`src/rtl/angle_frame_parser_if.sv`:
```
// Byte-stream input and decoded-angle output bundle for angle_frame_parser.
interface angle_frame_parser_if #(
    parameter int unsigned NCH   = 3,
    parameter int unsigned OUT_W = 16
);
    logic [7:0]           rx_data;
    logic                 rx_done;
    logic [NCH*OUT_W-1:0] angle_out;
    logic                 ang_valid;
    logic                 sum_err;
    logic                 tmo_err;
    logic [7:0]           err_cnt;

    // Byte source side (UART receiver / bench)
    modport master (
        output rx_data, rx_done,
        input  angle_out, ang_valid, sum_err, tmo_err, err_cnt
    );

    // Parser side
    modport slave (
        input  rx_data, rx_done,
        output angle_out, ang_valid, sum_err, tmo_err, err_cnt
    );
endinterface

```
`src/rtl/angle_frame_parser.sv`:
```
// Header-hunting frame parser: checksums a fixed-length frame of little-endian
// signed 16-bit words and publishes NCH scaled channels.
module angle_frame_parser #(
    parameter logic [7:0]  HDR0        = 8'h55,
    parameter logic [7:0]  HDR1        = 8'h53,
    parameter int unsigned FRAME_LEN   = 11,
    parameter int unsigned NCH         = 3,
    parameter int unsigned OUT_W       = 16,
    parameter int unsigned SCALE_MUL   = 41,
    parameter int unsigned SCALE_SHIFT = 12,
    parameter int unsigned DECIM       = 1,
    parameter int unsigned TIMEOUT_CYC = 5000
) (
    input  logic                 clk,
    input  logic                 rst_n,
    angle_frame_parser_if.slave  bus
);
    localparam int unsigned NB      = 2 * NCH;
    localparam int unsigned PAY_LEN = FRAME_LEN - 3;
    localparam int unsigned IDX_W   = $clog2(PAY_LEN + 1);
    localparam int unsigned TMO_W   = $clog2(TIMEOUT_CYC + 1);
    localparam int unsigned DEC_W   = (DECIM > 1) ? $clog2(DECIM) : 1;
    localparam int unsigned PROD_W  = 17 + 32;

    typedef enum logic [2:0] {HUNT, TYPE, PAYLOAD, CHECK, SCALE} state_t;

    state_t             state;
    logic [IDX_W-1:0]   idx;
    logic [7:0]         sum;
    logic [DEC_W-1:0]   dec_cnt;
    logic [TMO_W-1:0]   tmo_cnt;
    logic [7:0]         pay [NB];

    logic [15:0]          raw_c [NCH];
    logic [16:0]          mag_c [NCH];
    logic [PROD_W-1:0]    q_c   [NCH];
    logic [NCH*OUT_W-1:0] scaled_c;
    logic                 tmo_fire_c;

    // Sign-magnitude scaling of every captured channel word (truncates toward zero)
    always_comb begin
        scaled_c = '0;
        for (int k = 0; k < NCH; k++) begin
            raw_c[k] = {pay[2*k+1], pay[2*k]};
            // 17-bit magnitude so that -32768 maps to +32768
            mag_c[k] = raw_c[k][15] ? (17'd0 - {raw_c[k][15], raw_c[k]})
                                    : {1'b0, raw_c[k]};
            q_c[k]   = (PROD_W'(mag_c[k]) * PROD_W'(SCALE_MUL)) >> SCALE_SHIFT;
            scaled_c[k*OUT_W +: OUT_W] = raw_c[k][15] ? OUT_W'(PROD_W'(0) - q_c[k])
                                                      : OUT_W'(q_c[k]);
        end
    end

    // Idle-timeout expiry; an arriving byte in the same cycle takes precedence
    always_comb begin
        tmo_fire_c = (state inside {TYPE, PAYLOAD, CHECK}) && !bus.rx_done &&
                     (tmo_cnt == TMO_W'(TIMEOUT_CYC - 1));
    end

    // Frame FSM with registered outputs
    always_ff @(posedge clk or negedge rst_n) begin
        if (!rst_n) begin
            state         <= HUNT;
            idx           <= '0;
            sum           <= '0;
            dec_cnt       <= '0;
            tmo_cnt       <= '0;
            for (int k = 0; k < NB; k++) pay[k] <= '0;
            bus.angle_out <= '0;
            bus.ang_valid <= 1'b0;
            bus.sum_err   <= 1'b0;
            bus.tmo_err   <= 1'b0;
            bus.err_cnt   <= '0;
        end else begin
            bus.ang_valid <= 1'b0;
            bus.sum_err   <= 1'b0;
            bus.tmo_err   <= 1'b0;

            // Idle counter only runs while a frame is in progress
            if (!(state inside {TYPE, PAYLOAD, CHECK}) || bus.rx_done) begin
                tmo_cnt <= '0;
            end else begin
                tmo_cnt <= tmo_cnt + TMO_W'(1);
            end

            if (tmo_fire_c) begin
                state       <= HUNT;
                bus.tmo_err <= 1'b1;
                bus.err_cnt <= (bus.err_cnt == 8'hFF) ? 8'hFF : bus.err_cnt + 8'd1;
            end else begin
                case (state)
                    HUNT: begin
                        if (bus.rx_done && bus.rx_data == HDR0) begin
                            state <= TYPE;
                            sum   <= HDR0;
                        end
                    end
                    TYPE: begin
                        if (bus.rx_done) begin
                            if (bus.rx_data == HDR1) begin
                                state <= PAYLOAD;
                                sum   <= sum + bus.rx_data;
                                idx   <= '0;
                            end else if (bus.rx_data == HDR0) begin
                                sum <= HDR0;
                            end else begin
                                state <= HUNT;
                            end
                        end
                    end
                    PAYLOAD: begin
                        if (bus.rx_done) begin
                            for (int k = 0; k < NB; k++) begin
                                if (idx == IDX_W'(k)) pay[k] <= bus.rx_data;
                            end
                            sum <= sum + bus.rx_data;
                            if (idx == IDX_W'(PAY_LEN - 1)) begin
                                state <= CHECK;
                                idx   <= '0;
                            end else begin
                                idx <= idx + IDX_W'(1);
                            end
                        end
                    end
                    CHECK: begin
                        if (bus.rx_done) begin
                            if (bus.rx_data == sum) begin
                                state <= SCALE;
                            end else begin
                                state       <= HUNT;
                                bus.sum_err <= 1'b1;
                                bus.err_cnt <= (bus.err_cnt == 8'hFF) ? 8'hFF
                                                                      : bus.err_cnt + 8'd1;
                            end
                        end
                    end
                    SCALE: begin
                        if (dec_cnt == DEC_W'(DECIM - 1)) begin
                            dec_cnt       <= '0;
                            bus.angle_out <= scaled_c;
                            bus.ang_valid <= 1'b1;
                        end else begin
                            dec_cnt <= dec_cnt + DEC_W'(1);
                        end
                        // A stray byte here is treated as if seen in HUNT
                        if (bus.rx_done && bus.rx_data == HDR0) begin
                            state <= TYPE;
                            sum   <= HDR0;
                        end else begin
                            state <= HUNT;
                        end
                    end
                    default: state <= HUNT;
                endcase
            end
        end
    end
endmodule

```
`src/flat_wrapper.sv`:
```
// flat-port wrapper written by rule: the top's interface ports become plain ports
module angle_frame_parser_flat 
#(
    parameter logic [7:0]  HDR0        = 8'h55,
    parameter logic [7:0]  HDR1        = 8'h53,
    parameter int unsigned FRAME_LEN   = 11,
    parameter int unsigned NCH         = 3,
    parameter int unsigned OUT_W       = 16,
    parameter int unsigned SCALE_MUL   = 41,
    parameter int unsigned SCALE_SHIFT = 12,
    parameter int unsigned DECIM       = 1,
    parameter int unsigned TIMEOUT_CYC = 5000
)
  (clk, rst_n, bus_rx_data, bus_rx_done, bus_angle_out, bus_ang_valid, bus_sum_err, bus_tmo_err, bus_err_cnt);
  angle_frame_parser_if #(.NCH(NCH), .OUT_W(OUT_W)) bus_i ();
  input  logic clk;
  input  logic rst_n;
  input wire logic [$bits(bus_i.rx_data)-1:0] bus_rx_data;
  input wire logic [$bits(bus_i.rx_done)-1:0] bus_rx_done;
  output wire logic [$bits(bus_i.angle_out)-1:0] bus_angle_out;
  output wire logic [$bits(bus_i.ang_valid)-1:0] bus_ang_valid;
  output wire logic [$bits(bus_i.sum_err)-1:0] bus_sum_err;
  output wire logic [$bits(bus_i.tmo_err)-1:0] bus_tmo_err;
  output wire logic [$bits(bus_i.err_cnt)-1:0] bus_err_cnt;
  assign bus_i.rx_data = bus_rx_data;
  assign bus_i.rx_done = bus_rx_done;
  assign bus_angle_out = bus_i.angle_out;
  assign bus_ang_valid = bus_i.ang_valid;
  assign bus_sum_err = bus_i.sum_err;
  assign bus_tmo_err = bus_i.tmo_err;
  assign bus_err_cnt = bus_i.err_cnt;
  angle_frame_parser #(.HDR0(HDR0), .HDR1(HDR1), .FRAME_LEN(FRAME_LEN), .NCH(NCH), .OUT_W(OUT_W), .SCALE_MUL(SCALE_MUL), .SCALE_SHIFT(SCALE_SHIFT), .DECIM(DECIM), .TIMEOUT_CYC(TIMEOUT_CYC)) u_core (.clk(clk), .rst_n(rst_n), .bus(bus_i));
endmodule
```
`config.mk`:
```
export PLATFORM = sky130hd
export DESIGN_NAME = angle_frame_parser_flat
export DESIGN_NICKNAME = d
export VERILOG_FILES = /design/src/rtl/angle_frame_parser_if.sv /design/src/rtl/angle_frame_parser.sv /design/src/flat_wrapper.sv
export SDC_FILE = /design/constraint.sdc
export NUM_CORES = 1
export LEC_CHECK = 0
export ABC_AREA = 1
export BUFFER_PORTS_ARGS = -buffer_cell sky130_fd_sc_hd__buf_4
export CAP_MARGIN = 20
export CORE_UTILIZATION = 35
export DETAILED_ROUTE_END_ITERATION = 10
export MAX_ROUTING_LAYER = met4
export PLACE_DENSITY_LB_ADDON = 0.12
export SYNTH_ARGS = -nofsm -noshare
export SYNTH_HDL_FRONTEND = slang
export SYNTH_SLANG_ARGS = --single-unit
```
`constraint.sdc`:
```
create_clock -name clk -period 4.4 [get_ports clk]
set_clock_uncertainty 0.05 [all_clocks]
set_input_delay 0.66 -clock clk [delete_from_list [all_inputs] [get_ports clk]]
set_output_delay 0.66 -clock clk [all_outputs]
set_load 0.01 [all_outputs]
```
### Word level (Yosys, flattened, before mapping)

Cells that the tools add are included.

* reduce and logical (&&, ||, !) cells: 26
* bitwise gates (word level): 2
* add/subtract/negate cells: 11
* shift-type cells: 0
* muxes and demuxes: 43
* divide/modulo/power cells: 0
* multipliers: 3
* equality and inequality tests: 27
* order comparisons: 0

Operator list (number)
* two-way mux 8 bit: 10
* multiplier 17 x 6 -> 23 bit (second input constant): 3
* two-way mux 17 bit: 3
* subtractor 1 x 16 -> 17 bit (first input constant): 3
* two-way mux 16 bit: 3
* subtractor 1 x 11 -> 12 bit (first input constant): 3
* two-way mux 3 bit: 9
* case mux 8 bit (3 select lines): 1
* AND reduction 4 bit: 6
* == test 8 x 7 -> 1 bit (second input constant): 2
* two-way mux 4 bit: 4
* case mux 3 bit (5 select lines): 1
* adder 13 x 1 -> 13 bit (second input constant): 1
* == test 13 bit (second input constant): 1
* two-way mux 13 bit: 1
* == test 4 x 3 -> 1 bit (second input constant): 3
* inequality test 3 x 2 -> 1 bit (second input constant): 4
* AND reduction 6 bit: 2
* two-way mux 1 bit: 10
* adder 8 x 1 -> 8 bit (second input constant): 1
* adder 8 bit: 1
* == test 4 x 2 -> 1 bit (second input constant): 2
* == test 8 bit: 1
* == test 8 bit (second input constant): 1
* 24 further kinds: 36

* input bits: 11
* memories kept: 0
* output and inout bits: 59
* word-level logic and storage cells: 128
* memory bits (writable): 0
* bits in latches: 0
* memory bits (read-only): 0
* bits in registers: 136

### Logic depth before layout (Yosys ltp)

Gate-level depths: netlist of the first run.

* depth in word-level cells: 6
* gate-level depth with buffers: 32
* depth with buffers taken out: 32

### Worst setup path before layout of the first run

OpenSTA, ideal clock, no wires.

* path kind: register to register
* start: register u_core.pay[27] (netlist name)
* end: register u_core.bus.angle_out[23]
* library setup time: 0.117 ns
* required time: 4.233 ns
* arrival time: 4.368 ns
* path buffers: 0
* period minus slack after synthesis: 4.535 ns
* slack: -0.135 ns
* stages on the path, launching flop included: 27
* path through: dfrtp_1 > nor2_1 > inv_1 > or4_1 > nor3_1 > inv_1 > nor3_2 > a21oi_1 > xor2_1 > inv_1 > ha_1 > fa_1 > ha_1 > ha_1 > nand2_1 > inv_1 > a21oi_1 > o31a_1 > nand2_1 > nand2_1 > nand2_1 > nor2_1 > nand4_1 > nand2_1 > nand2_1 > nand3_1 > nand2_1

* cells in the longest elaborated chain, start to end: 5

RTL lines
* start, declared: line angle_frame_parser.sv:32 `logic [7:0] pay [NB];`
* start signal, assigned by index: line angle_frame_parser.sv:114 `if (idx == IDX_W'(k)) pay[k] <= bus.rx_data;`
* subtractor 1 x 16 -> 17 bit: line angle_frame_parser.sv:46 `mag_c[k] = raw_c[k][15] ? (17'd0 - {raw_c[k][15], raw_c[k]})`
* two-way mux 17 bit *: line angle_frame_parser.sv:46
* multiplier 17 x 6 -> 23 bit *: line angle_frame_parser.sv:48 `q_c[k] = (PROD_W'(mag_c[k]) * PROD_W'(SCALE_MUL)) >> SCALE_SHIFT;`
* subtractor 1 x 11 -> 12 bit: line angle_frame_parser.sv:49 `scaled_c[k*OUT_W +: OUT_W] = raw_c[k][15] ? OUT_W'(PROD_W'(0) - q_c[k])`
* two-way mux 16 bit *: line angle_frame_parser.sv:49
* end signal, assigned: line angle_frame_parser.sv:140 `bus.angle_out <= scaled_c;`
* end, declared: line angle_frame_parser_if.sv:23 `output angle_out, ang_valid, sum_err, tmo_err, err_cnt`

Every way passes the cells marked *; elsewhere a longest branch is shown, timed or not.
A chain may end at the register's enable or synchronous reset.

### Final worst setup path of the first run

* start: register u_core.pay[28] (netlist name)
* end: register u_core.bus.angle_out[18]

The elaborated chain is that of the path after synthesis.

==> results.json, run 1 <==
{
  "status": "complete, but fails checks",
  "violations": "negative setup slack",
  "clock_path_buffers": 2,
  "drc": 0,
  "rows": 67,
  "cp-end-kind": "flop",
  "detailedPlace.worstSlack_ns": -0.626,
  "cts.sink_count": 123,
  "slowest_delay_ns": 0.52,
  "critPathCapture": "u_core.bus.angle_out[18]",
  "hold_viol": 0,
  "numPortBuffers": 69,
  "drt-total-wl_um": 32900,
  "antenna_found_initial": 0,
  "ios": 70,
  "num_antenna_cells": 0,
  "final_area_um2": 18200,
  "nets": 2196,
  "most-common-layout-cells": "buf_4 (328), nand2_1 (318), inv_1 (195)",
  "track_usage_pct": 19.0,
  "die_area_um2": 35500,
  "arrival_ns": 4.97,
  "synthCells": 1631,
  "clk_pin_slew_ns": 0.07,
  "fin_crit_sh_pct": 107,
  "rrSetupSlack_ns": -0.32,
  "grt_first_pass_wirelength_um": 53800,
  "htree_levels": 4,
  "r2r-start": "u_core.pay[28]",
  "seq_area_frac_synth_pct": 25.3,
  "dp.final_hpwl_um": 24600,
  "finalWorstSetupSlack_ns": -0.318,
  "ys_ff_latch": 123,
  "multi_input_area_um2": 10400,
  "slew_headroom_pct": 53.3,
  "synth_area_um2": 12100,
  "antenna_left": 0,
  "cp.depth": 25,
  "vias_per_cell": 4.75,
  "synth-main-ff-cell": "dfrtp_1",
  "die_h_um": 188,
  "start_kind": "flop",
  "final-setup-viol-count": 26,
  "numCtsBuffers": 17,
  "ctsRootBufferMaster": "clkbuf_16",
  "clock_latency_ns": 0.45,
  "fp.dieW_um": 188,
  "grt_start_max_net_pins": 54,
  "register_area_um2": 3080,
  "nFillCells": 3146,
  "async_flop_share_pct": 100,
  "startpoint": "u_core.pay[28]",
  "finalCriticalPeriod_ns": 4.72,
  "final_common_cell": "buf_4",
  "path_buf_inv": 8,
  "path_class": "flop to flop",
  "syn_to_final_growth_pct": 50.0,
  "drtIter0Drc": 541,
  "cp_top_family": "simple AND/OR/NAND/NOR gates",
  "max_freq_ghz": 0.212,
  "rr_endpoint": "u_core.bus.angle_out[18]",
  "place_congestion": 0.874,
  "first_pass_iters": 5,
  "rsz0062_at_grt": "yes",
  "cts_tree": "built",
  "yosysWarnings": 0,
  "vias": 11600,
  "cp_max_fo": 3,
  "synth_edf_count": 0,
  "grt_pass1_vias": 11300,
  "worst_pin_slew_ns": 0.700,
  "cts-hold-fix-buffers": 0,
  "cpMostUsedCell": "inv_2",
  "floorplan.initialDensity_pct": 35.9,
  "layout-drive-gt1-share_pct": 38.6,
  "stdcell_count": 2434,
  "yosys.cell_types.count": 56,
  "cp.required_ns": 4.65,
  "cap_violations": 0,
  "final.setup.tns_ns": -4.68,
  "reg2reg_depth": 25,
  "dpl_cell_area_um2": 15000,
  "routedWlPerCell_um": 13.5,
  "slew_violations": 0,
  "hp-class": "input port to async pin",
  "postSynthAreaPerCell_um2": 7.45,
  "core_region_area_um2": 33900,
  "grt_overflow": 0,
  "crit_slowest_cell": "fa_1",
  "place_inst": 2350
}
-- worst min-delay path by stage --
stage / start / to / slack (ns) / cells past startpoint
CTS: rst_n / u_core.bus.angle_out[9] / 0.16 / 1
detailed placement: u_core.tmo_cnt[12] / u_core.tmo_cnt[12] / 0.40 / 1
finish: rst_n / u_core.bus.angle_out[6] / 0.15 / 1
global route: rst_n / u_core.bus.angle_out[3] / 0.18 / 1
global placement: u_core.tmo_cnt[12] / u_core.tmo_cnt[12] / 0.40 / 1
floorplan: rst_n / u_core.bus.ang_valid / 0.31 / 0
-- cells in the mapped netlist (3+ instances only) --
cell type	instances	share of area, %
nand2_1	392	12
inv_1	227	7.0
ha_1	184	19
dfrtp_1	123	25
nand3_1	112	4.6
nor2_1	106	3.3
o21ai_0	103	4.2
a21oi_1	73	3.0
xor2_1	61	4.4
fa_1	28	4.6
nor3_1	20	0.82
o21ai_1	19	0.78
xnor2_1	19	1.4
nor4_1	17	0.88
clkbuf_1	16	0.49
inv_2	15	0.46
buf_4	12	0.74
a21o_1	11	0.68
nand4_1	11	0.57
o21bai_1	7	0.43
a211oi_1	4	0.25
clkinv_1	4	0.12
nand3b_1	4	0.25
or2_1	4	0.21
or2_2	4	0.21
xnor2_2	4	0.54
a31oi_1	3	0.15
buf_1	3	0.093
o21a_1	3	0.19
-- what timing repair did --
action	4_1_cts	5_1_grt
pin swaps	111	176
gates resized for setup	207	250
buffers inserted	24	29
cloned	0	0
setup endpoints to repair	34	35
-- routing by layer --
layer | global-route usage [%] | part of all wire [%]
met3 | 2.64 | 2.0
met4 | 3.88 | 1.2
met1 | 24.4 | 47
met2 | 31.8 | 50
met5 | - | 0
-- kinds of logic after synthesis --
group | synth area share, %
flip-flops | 25.3
adder cells (fa/ha/maj) | 23.6
other | 0.0309
XOR/XNOR | 6.57
AND/OR/NAND/NOR | 24.6
AO/OA/AOI/OAI | 10.9
buffers and inverters | 9.01
-- sequential cells by signal, summed over array words and instances, names as in the netlist --
register and flops:
u_core.bus.tmo_err 1, u_core.bus.angle_out 36, u_core.bus.sum_err 1, u_core.bus.err_cnt 8, u_core.state 3, u_core.bus.ang_valid 1
u_core.sum 8, u_core.idx 4, u_core.tmo_cnt 13, u_core.pay 48
-- through the flow --
stage | util (%) | hold WS [ns]
2_1_floorplan | - | 0.314
3_3_place_gp | 44.1 | 0.397
3_5_place_dp | 44.1 | 0.402
4_1_cts | 49.4 | 0.157
5_1_grt | 53.8 | 0.177
6_report | 53.8 | 0.150
-- cell type report --
cell class	instances	area share (%)
multi-input cells	1237	56.9
flip-flops and latches	123	16.9
repair buffers	348	14.8
inverters	246	5.09
well taps	448	3.08
clock buffers	17	2.33
clock inverters	15	0.899
Power of run 1 is not shown: default switching activity piles up to over one toggle a cycle in this logic, so the estimate is an artifact.
==> run 2, diff against run 1 <==
--- a/config.mk
+++ b/config.mk
@@ -8,6 +8,8 @@
 export ABC_AREA = 1
 export BUFFER_PORTS_ARGS = -buffer_cell sky130_fd_sc_hd__buf_4
 export CAP_MARGIN = 20
+export CELL_PAD_IN_SITES_DETAIL_PLACEMENT = 0
+export CELL_PAD_IN_SITES_GLOBAL_PLACEMENT = 1
 export CORE_UTILIZATION = 35
 export DETAILED_ROUTE_END_ITERATION = 10
 export MAX_ROUTING_LAYER = met4
==> run 2 against run 1 <==
- the flow still finishes with violations (negative setup slack)
- fmax grew 1.5%
- cell area is 0.91% lower
- global-route usage is 0.32 points higher
- critical endpoint is now u_core.bus.angle_out[23]
- die area stayed put
- hold slack better by 0.021 ns
- flip-flop and latch count did not move
- core utilization down 0.49 points
- wire length shrank 1.3%
==> results.json, run 2 (synthesis results as in run 1) <==
{
  "arrival_ns": 4.91,
  "vias_per_cell": 4.75,
  "slowest_delay_ns": 0.55,
  "place_inst": 2360,
  "final.setup.tns_ns": -2.52,
  "drtIter0Drc": 439,
  "cpMostUsedCell": "nand2_1",
  "grt_pass1_vias": 11400,
  "fin_crit_sh_pct": 106,
  "met2_usage_pct": 32.4,
  "htree_levels": 4,
  "start_kind": "flop",
  "worst_pin_slew_ns": 0.678,
  "dp.final_hpwl_um": 24600,
  "slew_violations": 0,
  "timing.hold.ws_ns": 0.171,
  "slew_headroom_pct": 54.4,
  "drt-total-wl_um": 32500,
  "clk_pin_slew_ns": 0.08,
  "cp.required_ns": 4.66,
  "clock_path_buffers": 2,
  "hold_viol": 0,
  "die_area_um2": 35500,
  "final_common_cell": "buf_4",
  "grt_first_pass_wirelength_um": 54600,
  "cts-hold-fix-buffers": 0,
  "startpoint": "u_core.pay[27]",
  "first_pass_iters": 7,
  "fp.dieW_um": 188,
  "place_congestion": 0.857,
  "nFillCells": 3140,
  "syn_to_final_growth_pct": 48.7,
  "antenna_found_initial": 0,
  "ios": 70,
  "path_class": "flop to flop",
  "ctsRootBufferMaster": "clkbuf_16",
  "busiest_layer": "met2",
  "status": "complete, but fails checks",
  "use_met3_pct": 2.40,
  "rows": 67,
  "top_regs": "u_core.pay: 48 flops, u_core.bus.angle_out: 36 flops, u_core.tmo_cnt: 13 flops",
  "final-setup-viol-count": 18,
  "floorplan.initialDensity_pct": 35.9,
  "num_antenna_cells": 0,
  "cts_tree": "built",
  "clock_latency_ns": 0.44,
  "cap_violations": 0,
  "finalWorstSetupSlack_ns": -0.248,
  "nets": 2209,
  "crit_slowest_cell": "fa_1",
  "r2r-start": "u_core.pay[27]",
  "antenna_left": 0,
  "numCtsBuffers": 17,
  "rsz0062_at_grt": "yes",
  "violations": "negative setup slack",
  "core_region_area_um2": 33900,
  "cp-end-kind": "flop",
  "layout-drive-gt1-share_pct": 38.1,
  "met1_usage_pct": 25.0,
  "hp-class": "input port to async pin",
  "die_h_um": 188,
  "track_usage_pct": 19.3,
  "most-common-layout-cells": "buf_4 (346), nand2_1 (310), inv_1 (195)",
  "largest_reg_flops": 48,
  "routedWlPerCell_um": 13.3,
  "top_register": "u_core.pay",
  "drc": 0,
  "cts.sink_count": 123,
  "stdcell_count": 2447,
  "vias": 11600,
  "finalCriticalPeriod_ns": 4.65,
  "grt_overflow": 0,
  "detailedPlace.worstSlack_ns": -0.676,
  "max_freq_ghz": 0.215,
  "numPortBuffers": 69,
  "cp_max_fo": 4,
  "grt_start_max_net_pins": 68
}
run 2: metal layers:
metal,up-vias,wire length (um)
met5,-,0
met1,5450,15500
met4,0,343
li1,6036,-
met3,23,628
met2,118,16000
run 2: cell type report:
class | instances | area (um2) | area share, %
Multi-Input combinational cell | 1237 | 10100 | 56.0
Tap cell | 448 | 561 | 3.10
Sequential cell | 123 | 3080 | 17.0
Clock inverter | 14 | 184 | 1.02
Timing Repair Buffer | 361 | 2770 | 15.3
Clock buffer | 18 | 429 | 2.38
Inverter | 246 | 926 | 5.13
run 2: path summary, 6_finish.rpt:
check | slack [ns] | to | cells after the start
hold / removal | 0.17 | u_core.bus.angle_out[4] | 1
hold reg to reg | 0.41 | u_core.tmo_cnt[0] | 1
setup reg to reg | -0.25 | u_core.bus.angle_out[23] | 27
setup / recovery | -0.25 | u_core.bus.angle_out[23] | 27
max in group asynchronous | 3.19 | u_core.pay[8] | 2
min in group clk | 0.41 | u_core.tmo_cnt[0] | 1
run 2: critical path, delay by kind of cell (launching register included):
family,cells,cell delay [ns]
buf+inv,5,0.41
flops,1,0.38
fa+ha+maj,4,1.22
xor+xnor,1,0.17
compound gates,2,0.36
simple gates,15,1.95
run 2: repair_timing:
| action | 4_1_cts | 5_1_grt |
|---|---|---|
| gates resized for setup | 261 | 165 |
| setup buffers | 43 | 13 |
| endpoints found under the hold margin | 0 | 0 |
| pin swaps | 126 | 82 |
| setup endpoints to repair | 33 | 33 |
run 2: metrics by stage:
stage / instance area [um2] / utilization (%)
detailed placement: 15000 / 44.4
finish: 18100 / 53.3
global route: 18100 / 53.3
CTS: 17300 / 51.0
global placement: 15000 / 44.4
floorplan: 12300 / -
Power of run 2 is left out for the same reason.
==> run 3, diff against run 2 <==
--- a/config.mk
+++ b/config.mk
@@ -10,7 +10,7 @@
 export CAP_MARGIN = 20
 export CELL_PAD_IN_SITES_DETAIL_PLACEMENT = 0
 export CELL_PAD_IN_SITES_GLOBAL_PLACEMENT = 1
-export CORE_UTILIZATION = 35
+export CORE_UTILIZATION = 42
 export DETAILED_ROUTE_END_ITERATION = 10
 export MAX_ROUTING_LAYER = met4
 export PLACE_DENSITY_LB_ADDON = 0.12
==> run 3 against run 2 <==
- the run still ends with negative setup slack left
- critical path type unchanged
- core utilization grew 10 points
- global-route usage grew 3.9 points
- register-to-register slack lost 0.08 ns
- cell area shrank 1.5%
- via count grew 0.40%
- flip-flop and latch count is the same
- sequential share of layout area grew 0.26 points
- final cell count shrank 3.8%
- critical endpoint is now u_core.bus.angle_out[24]
==> results.json, run 3 (synthesis results as in run 1) <==
{
  "cpMostUsedCell": "nand2_1",
  "largest_reg_flops": 48,
  "cts-hold-fix-buffers": 0,
  "num_antenna_cells": 0,
  "final_common_cell": "buf_4",
  "grt_overflow": 0,
  "ios": 70,
  "clock_latency_ns": 0.43,
  "grt_start_max_net_pins": 77,
  "cts.sink_count": 123,
  "max_freq_ghz": 0.211,
  "top_regs": "u_core.pay: 48 flops, u_core.bus.angle_out: 36 flops, u_core.tmo_cnt: 13 flops",
  "fin_crit_sh_pct": 108,
  "rsz0062_at_grt": "yes",
  "routedWlPerCell_um": 13.8,
  "clock_path_buffers": 2,
  "layout-drive-gt1-share_pct": 37.6,
  "numPortBuffers": 69,
  "top_register": "u_core.pay",
  "worst_pin_slew_ns": 0.638,
  "slew_violations": 0,
  "crit_slowest_cell": "fa_1",
  "slowest_delay_ns": 0.59,
  "cp-end-kind": "flop",
  "floorplan.initialDensity_pct": 43.3,
  "dp.final_hpwl_um": 23900,
  "slew_headroom_pct": 57.1,
  "antenna_found_initial": 0,
  "drc": 0,
  "antenna_left": 0,
  "cp_max_fo": 4,
  "grt_pass1_vias": 11500,
  "numCtsBuffers": 17,
  "path_class": "flop to flop",
  "hp-class": "input port to async pin",
  "die_area_um2": 29600,
  "violations": "negative setup slack",
  "timing.hold.ws_ns": 0.0411,
  "drtIter0Drc": 529,
  "start_kind": "flop",
  "cts_tree": "built",
  "finalCriticalPeriod_ns": 4.73,
  "fp.dieW_um": 172,
  "rows": 61,
  "drt-total-wl_um": 32500,
  "final-setup-viol-count": 20,
  "nets": 2186,
  "vias": 11700,
  "syn_to_final_growth_pct": 46.5,
  "first_pass_iters": 5,
  "vias_per_cell": 4.96,
  "most-common-layout-cells": "buf_4 (326), nand2_1 (301), inv_1 (201)",
  "finalWorstSetupSlack_ns": -0.333,
  "grt_first_pass_wirelength_um": 54000,
  "hold_viol": 0,
  "place_congestion": 0.882,
  "status": "complete, but fails checks",
  "die_h_um": 172,
  "track_usage_pct": 23.2,
  "arrival_ns": 5.03,
  "htree_levels": 4,
  "clk_pin_slew_ns": 0.07,
  "cap_violations": 0,
  "cp.required_ns": 4.70,
  "core_region_area_um2": 28100,
  "ctsRootBufferMaster": "clkbuf_16"
}
-- run 3: cell count changes in the layout (fill, tap and decap cells not counted), moves of 4 or more --
cell	delta
buf_4	-20
buf_6	-6
inv_1	+6
inv_2	-5
nand2_1	-9
nand2_2	+7
nor3_2	+4
-- run 3: repair_timing --
item	4_1_cts	5_1_grt
pin swaps	136	129
gates resized for setup	242	183
hold endpoints to repair	0	0
endpoints found under the setup margin	34	33
setup buffers	24	20
-- run 3: critical path, delay by kind of cell (launching register included) --
family / cells / cell delay [ns]
AOI/OAI and AO/OA: 3 / 0.53
xor gates and xnor gates: 1 / 0.20
adders and majority gates: 4 / 1.23
buffers and inverters: 4 / 0.39
DFF: 1 / 0.41
and+or+nand+nor: 15 / 1.86
-- run 3: metal layers --
metal | part of all wire, % | GRT usage, % | wire length [um] | vias to the layer above
li1 | - | - | - | 5970
met5 | 0 | - | 0 | -
met4 | 1.8 | 5.62 | 600 | 0
met3 | 2.2 | 2.88 | 698 | 43
met1 | 46 | 29.0 | 15000 | 5519
met2 | 50 | 39.8 | 16200 | 142
-- run 3: metrics by stage --
step	setup slack [ns]	cell area (um2)	utilization, %	TNS (ns)	instances
after floorplan	0.000109	12300	-	0	1639
after global placement	-0.640	14900	53.0	-11.87	2283
after detailed placement	-0.670	14900	53.0	-13.05	2283
after CTS	-0.299	16800	59.8	-3.31	2337
after global routing	-0.576	17800	63.3	-9.96	2354
final	-0.333	17800	63.3	-3.84	2354
-- run 3: worst paths after layout --
check	start	to	slack (ns)	depth (start not counted)
setup / recovery	u_core.pay[25]	u_core.bus.angle_out[24]	-0.33	27
hold / removal	rst_n	u_core.bus.angle_out[6]	0.04	1
setup reg to reg	u_core.pay[25]	u_core.bus.angle_out[24]	-0.33	27
hold reg to reg	u_core.tmo_cnt[12]	u_core.tmo_cnt[12]	0.41	1
max in group asynchronous	rst_n	u_core.sum[7]	3.36	3
min in group clk	u_core.tmo_cnt[12]	u_core.tmo_cnt[12]	0.41	1
-- run 3: final cells by class --
class	instances	area [um2]
Inverter	246	923
Clock buffer	17	425
Clock inverter	15	149
Multi-Input combinational cell	1237	10100
Timing Repair Buffer	338	2620
Tap cell	378	473
Sequential cell	123	3080
Fill cell	2469	10300
Power of run 3 is left out for the same reason.
